### src/rtl/sy_pkg.sv
// Shared types and constants for the sy FP rename pipeline.
// Entry phy fields are sized for the largest supported FP register file.
package sy_pkg;

  localparam int FP_ARC_REG_NUM = 32;
  // Upper bound on PHY_REG_WTH (1024 FP physical registers); narrower configs zero-extend.
  localparam int FP_PHY_WTH_MAX = 10;

  typedef struct packed {
    logic [4:0]                arc_rd;
    logic [FP_PHY_WTH_MAX-1:0] phy;
    logic [FP_PHY_WTH_MAX-1:0] old_phy;
  } fp_rtq_entry_t;

endpackage

### src/rtl/sy_ppl_rtq_ring.sv
// Generic circular buffer with push/pop/flush, occupancy count and full/empty.
// Pushes are rejected when full and pops when empty; flush empties the ring and wins over both.
module sy_ppl_rtq_ring
  import sy_pkg::*;
#(
  parameter int  DEPTH   = 16,
  parameter type entry_t = fp_rtq_entry_t,
  localparam int PTR_W   = $clog2(DEPTH),
  localparam int CNT_W   = PTR_W + 1
) (
  input  logic             clk_i,
  input  logic             rst_i,
  input  logic             flush_i,
  input  logic             push_i,
  input  entry_t           push_dat_i,
  input  logic             pop_i,
  output entry_t           head_o,
  output logic             full_o,
  output logic             empty_o,
  output logic [CNT_W-1:0] cnt_o
);

  entry_t           mem_q [DEPTH];
  logic [PTR_W-1:0] rd_ptr_q, rd_ptr_d;
  logic [PTR_W-1:0] wr_ptr_q, wr_ptr_d;
  logic [CNT_W-1:0] cnt_q, cnt_d;
  logic             push_ok, pop_ok;

  assign full_o  = (cnt_q == CNT_W'(DEPTH));
  assign empty_o = (cnt_q == '0);
  assign cnt_o   = cnt_q;
  assign head_o  = mem_q[rd_ptr_q];

  assign push_ok = push_i & ~full_o & ~flush_i;
  assign pop_ok  = pop_i & ~empty_o & ~flush_i;

  always_comb begin
    rd_ptr_d = rd_ptr_q;
    wr_ptr_d = wr_ptr_q;
    cnt_d    = cnt_q;
    if (flush_i) begin
      rd_ptr_d = '0;
      wr_ptr_d = '0;
      cnt_d    = '0;
    end else begin
      if (push_ok) wr_ptr_d = wr_ptr_q + PTR_W'(1);
      if (pop_ok)  rd_ptr_d = rd_ptr_q + PTR_W'(1);
      cnt_d = cnt_q + CNT_W'(push_ok) - CNT_W'(pop_ok);
    end
  end

  always_ff @(posedge clk_i) begin
    if (rst_i) begin
      rd_ptr_q <= '0;
      wr_ptr_q <= '0;
      cnt_q    <= '0;
    end else begin
      rd_ptr_q <= rd_ptr_d;
      wr_ptr_q <= wr_ptr_d;
      cnt_q    <= cnt_d;
    end
  end

  // Storage carries no reset; only slots between the pointers are ever read.
  always_ff @(posedge clk_i) begin
    if (push_ok) mem_q[wr_ptr_q] <= push_dat_i;
  end

endmodule

### src/rtl/sy_ppl_fp_rtq.sv
// FP rename retire queue: logs each FP dest rename, releases old phys regs at commit (0-cycle),
// and keeps the committed arch map. Rename must stall on rtq_full_o; a flush drops all uncommitted entries.
module sy_ppl_fp_rtq
  import sy_pkg::*;
#(
  parameter int  PHY_REG_NUM = 64,
  parameter int  RTQ_DEPTH   = 16,
  localparam int PHY_REG_WTH = $clog2(PHY_REG_NUM),
  localparam int CNT_W       = $clog2(RTQ_DEPTH) + 1
) (
  input  logic                                        clk_i,
  input  logic                                        rst_i,
  input  logic                                        flush_i,
  input  logic                                        ren_en_i,
  input  logic [4:0]                                  ren_arc_rdst_idx_i,
  input  logic [PHY_REG_WTH-1:0]                      ren_phy_rdst_idx_i,
  input  logic [PHY_REG_WTH-1:0]                      ren_old_phy_i,
  output logic                                        rtq_full_o,
  output logic                                        rtq_empty_o,
  output logic [CNT_W-1:0]                            rtq_cnt_o,
  input  logic                                        rob_commit_en_i,
  output logic                                        rob_update_afl_en_o,
  output logic [PHY_REG_WTH-1:0]                      rob_update_afl_phy_o,
  output logic [PHY_REG_WTH-1:0]                      rob_update_afl_old_phy_o,
  output logic [FP_ARC_REG_NUM-1:0][PHY_REG_WTH-1:0]  arc_map_o
);

  fp_rtq_entry_t push_dat, head;
  logic          pop;
  logic [FP_ARC_REG_NUM-1:0][PHY_REG_WTH-1:0] arc_map_q, arc_map_d;

  always_comb begin
    push_dat         = '0;
    push_dat.arc_rd  = ren_arc_rdst_idx_i;
    push_dat.phy     = FP_PHY_WTH_MAX'(ren_phy_rdst_idx_i);
    push_dat.old_phy = FP_PHY_WTH_MAX'(ren_old_phy_i);
  end

  sy_ppl_rtq_ring #(
    .DEPTH   (RTQ_DEPTH),
    .entry_t (fp_rtq_entry_t)
  ) u_ring (
    .clk_i      (clk_i),
    .rst_i      (rst_i),
    .flush_i    (flush_i),
    .push_i     (ren_en_i),
    .push_dat_i (push_dat),
    .pop_i      (pop),
    .head_o     (head),
    .full_o     (rtq_full_o),
    .empty_o    (rtq_empty_o),
    .cnt_o      (rtq_cnt_o)
  );

  // Flush and commit never coincide, so the release strobe needs no flush qualifier.
  assign pop                      = rob_commit_en_i & ~rtq_empty_o;
  assign rob_update_afl_en_o      = pop;
  assign rob_update_afl_phy_o     = head.phy[PHY_REG_WTH-1:0];
  assign rob_update_afl_old_phy_o = head.old_phy[PHY_REG_WTH-1:0];

  always_comb begin
    arc_map_d = arc_map_q;
    if (pop) arc_map_d[head.arc_rd] = head.phy[PHY_REG_WTH-1:0];
  end

  always_ff @(posedge clk_i) begin
    if (rst_i) begin
      for (int i = 0; i < FP_ARC_REG_NUM; i++) arc_map_q[i] <= PHY_REG_WTH'(i);
    end else begin
      arc_map_q <= arc_map_d;
    end
  end

  assign arc_map_o = arc_map_q;

  always_ff @(posedge clk_i) begin
    if (!rst_i) begin
      assert (!(ren_en_i && rtq_full_o && !flush_i))
        else $warning("sy_ppl_fp_rtq: rename push while queue full was dropped");
      assert (!(rob_commit_en_i && rtq_empty_o))
        else $warning("sy_ppl_fp_rtq: commit while queue empty was ignored");
      assert (!(flush_i && rob_commit_en_i))
        else $error("sy_ppl_fp_rtq: flush and commit in the same cycle");
    end
  end

endmodule

### config.mk
export PLATFORM = sky130hd
export DESIGN_NAME = sy_ppl_fp_rtq
export DESIGN_NICKNAME = d
export VERILOG_FILES = /design/src/rtl/sy_pkg.sv /design/src/rtl/sy_ppl_rtq_ring.sv /design/src/rtl/sy_ppl_fp_rtq.sv
export SDC_FILE = /design/constraint.sdc
export NUM_CORES = 1
export LEC_CHECK = 0
export BUFFER_PORTS_ARGS = -buffer_cell sky130_fd_sc_hd__buf_2
export CAP_MARGIN = 0
export CORE_AREA = 10 10 191 193
export DETAILED_ROUTE_END_ITERATION = 6
export DIE_AREA = 0 0 201 203
export GPL_TIMING_DRIVEN = 0
export PLACE_DENSITY = 0.87
export RECOVER_POWER = 50
export SLEW_MARGIN = 10
export SYNTH_ARGS = -nofsm -noshare
export SYNTH_HDL_FRONTEND = slang
export SYNTH_SLANG_ARGS = --single-unit
### constraint.sdc
create_clock -name clk_i -period 3.4 [get_ports clk_i]
set_input_delay 0.34 -clock clk_i [delete_from_list [all_inputs] [get_ports clk_i]]
set_output_delay 0.34 -clock clk_i [all_outputs]
set_load 0.03 [all_outputs]
==> impl_metrics.py <==
metrics = {
    "sta": {
        "rsz0062_at_grt": "false",
        "maxSlewHeadroom_pct": 43.9,
        "max_freq_mhz": 301,
        "setup_viol": 0,
        "period_needed_ns": 3.32,
        "post-route-period-util_pct": 97.6,
        "setup_tns_ns": 0,
        "final.setup_skew_ns": 0.0182,
        "hold_viol_final": 0,
        "tightest_slew_ns": 0.840,
        "drv_slew": 0,
    },
    "floorplanning": {
        "placementRows": 66,
        "initial_utilization_pct": 57.6,
        "io_pins": 234,
        "die_x_um": 201,
        "dieArea_um2": 40800,
        "dieHeight_um": 203,
        "coreArea_um2": 32500,
    },
    "setup_path": {
        "worst-endpoint-required_ns": 3.06,
        "worst-r2r-setup-slack_ns": 0.14,
        "worstPathArrival_ns": 2.98,
        "cp_slowest_cell": "mux4_2",
        "r2r-end": "u_ring.cnt_o[4]$_SDFF_PP0_",
        "crit_fanout": 10,
        "start_kind": "flop",
        "end_kind": "output port",
        "max_stage_delay_ns": 0.53,
        "worst_r2r_path_depth": 13,
        "setup.worst_path.class": "flop to output port",
        "rr_startpoint": "u_ring.cnt_o[3]$_SDFF_PP0_",
        "crit_chain": "buf_2 > buf_4 > clkbuf_4 > clkbuf_4 > mux4_2 > mux4_2 > buf_2",
    },
    "clock_tree": {
        "cts_buffer_depth": 3,
        "cts.htree.levels": 2,
        "numClockSinks": 481,
        "ctsHoldBuffers": 0,
        "cts_root_buf": "clkbuf_16",
        "insertion_delay_ns": 0.55,
        "clk_pin_slew_ns": 0.06,
        "cts_tree": "done",
        "numCtsBuffers": 47,
    },
    "logic_synthesis": {
        "yosysWarnings": 0,
        "synth_seq_cells": 481,
        "synth_nets": 1228,
        "netlist_area_um2": 18700,
        "ys_async_sr_fraction_pct": 0,
        "synth_area_per_cell_um2": 15.7,
        "ys_types": 45,
        "syn_inst": 1194,
        "synth_top_flop_cell": "edfxtp_1",
        "synth_edf_count": 272,
        "synth-seq-area-share_pct": 66.0,
    },
    "route": {
        "post_drt_wl_per_cell_um": 26.3,
        "ant_nets": 0,
        "drc": 0,
        "dr.pass1.iters": 5,
        "via_per_inst": 5.88,
        "vias": 11600,
        "first_iter_violations": 901,
        "wl_um": 51800,
    },
    "placed_design": {
        "port_buffers": 233,
        "hpwl_um": 35200,
        "place.gp.congestion": 0.827,
    },
    "power": {
        "pwr_density_cell_nw_per_um2": 559,
        "power.leakage_nw": 8.15,
        "irDropWorstVdd_mv": 0.518,
        "total_power_w": 0.0123,
    },
    "cells_and_area": {
        "layout.nets": 1529,
        "layout-drive-gt1-share_pct": 19.8,
        "area_growth_pct": 17.6,
    },
    "hold_path": {
        "min_to": "u_ring.wr_ptr_q[0]$_SDFFE_PP0P_",
        "min_path_type": "input pin to flop",
        "hold_path_startpoint": "ren_en_i",
        "hold_path_depth": 4,
    },
    "grt": {
        "grt_overflow_total": 0,
        "grt_max_degree": 20,
        "grt_pass1_vias": 12000,
        "grt_use_total_pct": 24.7,
        "grt_pass1_wl_um": 77100,
        "antenna_found_initial": 2,
    },
    "outcome": {
        "status": "finished clean",
    },
    "job": {
        "cap_violations": 0,
    },
}
==> synthesized netlist by cell type, types with 2 or more instances <==
master | instances | share of area, %
a21oi_1 | 7 | 0.19
nand3_1 | 8 | 0.21
nand4_4 | 2 | 0.23
xnor2_1 | 3 | 0.14
dfxtp_1 | 209 | 22
ha_1 | 11 | 0.74
nand2_1 | 16 | 0.32
inv_1 | 12 | 0.24
nand4_1 | 2 | 0.067
nand2b_1 | 117 | 3.9
nor3_4 | 6 | 0.52
nor3_1 | 4 | 0.11
clkbuf_1 | 32 | 0.64
xor2_1 | 6 | 0.28
o21ai_0 | 4 | 0.11
mux4_2 | 82 | 9.9
and2_1 | 2 | 0.067
edfxtp_1 | 272 | 44
nor2_2 | 5 | 0.17
and2_4 | 6 | 0.28
mux2i_1 | 192 | 10
buf_2 | 21 | 0.56
nor2b_1 | 4 | 0.13
nand2_2 | 24 | 0.80
buf_6 | 12 | 0.72
nor2_1 | 109 | 2.2
nor3_2 | 2 | 0.11
and4_2 | 2 | 0.11
buf_4 | 6 | 0.24
==> kinds of logic (layout without fill, tap and decap cells) <==
family                   count (synthesis)  count (layout)  share of synthesized area (%)
AO/OA/AOI/OAI                           14              14                          0.415
XOR/XNOR                                 9               9                          0.421
adder cells (fa/ha/maj)                 12              12                          0.843
buffers and inverters                   86             424                           2.53
flip-flops                             481             481                           66.0
multiplexers                           274             274                           20.1
other                                    0               1                              0
AND/OR/NAND/NOR                        318             318                           9.62
==> worst max-delay path, delay by kind of cell, from the launching register on <==
family	cells	cell delay (ns)
buf+inv	5	1.27
mux	2	0.87
flops	1	0.30
==> state kept, by name (all words and copies together), names as in the netlist, named ones only <==
signal           flops
u_ring.wr_ptr_q      4
u_ring.rd_ptr_q      4
arc_map_o          192
u_ring.cnt_o         5
u_ring.mem_q       272
==> cells in the final DEF, fill, tap and decap left out, drive strengths merged, types with 18 or more instances in the layout <==
cell type	netlist	routed
nand2	40	40
nand2b	118	118
clkinv	0	18
mux2i	192	192
clkbuf	32	312
edfxtp	272	272
buf	41	78
nor2	115	115
dfxtp	209	209
mux4	82	82
==> worst max-delay path by stage <==
stage | startpoint | to | slack [ns] | cells after the start
4_1_cts | flop | rob_update_afl_old_phy_o[3] | 0.004 | 7
3_5_place_dp | flop | rob_update_afl_old_phy_o[3] | -0.01 | 7
2_1_floorplan | u_ring.cnt_o[3]$_SDFF_PP0_ | u_ring.cnt_o[4]$_SDFF_PP0_ | 0.04 | 11
6_report | flop | rob_update_afl_old_phy_o[3] | 0.08 | 7
5_1_grt | flop | rob_update_afl_phy_o[3] | 0.02 | 5
3_3_place_gp | u_ring.cnt_o[2]$_SDFF_PP0_ | u_ring.mem_q[0][5]$_DFFE_PP_ | -1.16 | 7
==> routing by layer <==
| metal | part of all wire [%] | global-route usage [%] |
|---|---|---|
| met5 | 0.035 | 0 |
| met4 | 3.3 | 8.41 |
| met3 | 8.0 | 5.46 |
| met2 | 51 | 43.5 |
| met1 | 38 | 29.4 |
==> power by group <==
part	internal, W	switching (W)	total (W)	leakage (nW)
clock	0.00287	0.00217	0.00505	0.747
combinational	0.000359	0.000658	0.00102	3.27
sequential	0.00619	0.0000293	0.00622	4.14
total	0.00942	0.00286	0.0123	8.15
==> timing repair <==
item / in CTS / in global routing
gates resized for setup: 15 / 4
setup buffers: 0 / 0
setup endpoints to repair: 19 / 8
==> per-stage QoR <==
step	util (%)	setup WS [ns]	area [um^2]	instances	hold WS [ns]
6_report	67.8	0.0824	22000	1975	0.294
5_1_grt	67.8	0.0166	22000	1975	0.314
2_1_floorplan	-	0.0392	18700	1194	0.439
3_5_place_dp	63.9	-0.0129	20700	1889	0.468
3_3_place_gp	62.9	-1.16	20400	1869	0.458
4_1_cts	68.6	0.00428	22300	1974	0.156
==> cell type report <==
type / instances / area, um^2
inverter: 13 / 48.8
clock buffer: 65 / 1360
sequential: 481 / 12400
fill: 2257 / 10500
clock inverter: 21 / 140
antenna: 1 / 2.50
tap: 442 / 553
buffer: 72 / 455
timing repair buffer: 253 / 1150
multi-input combinational: 627 / 5940
Power figures use the tool's default switching activity.
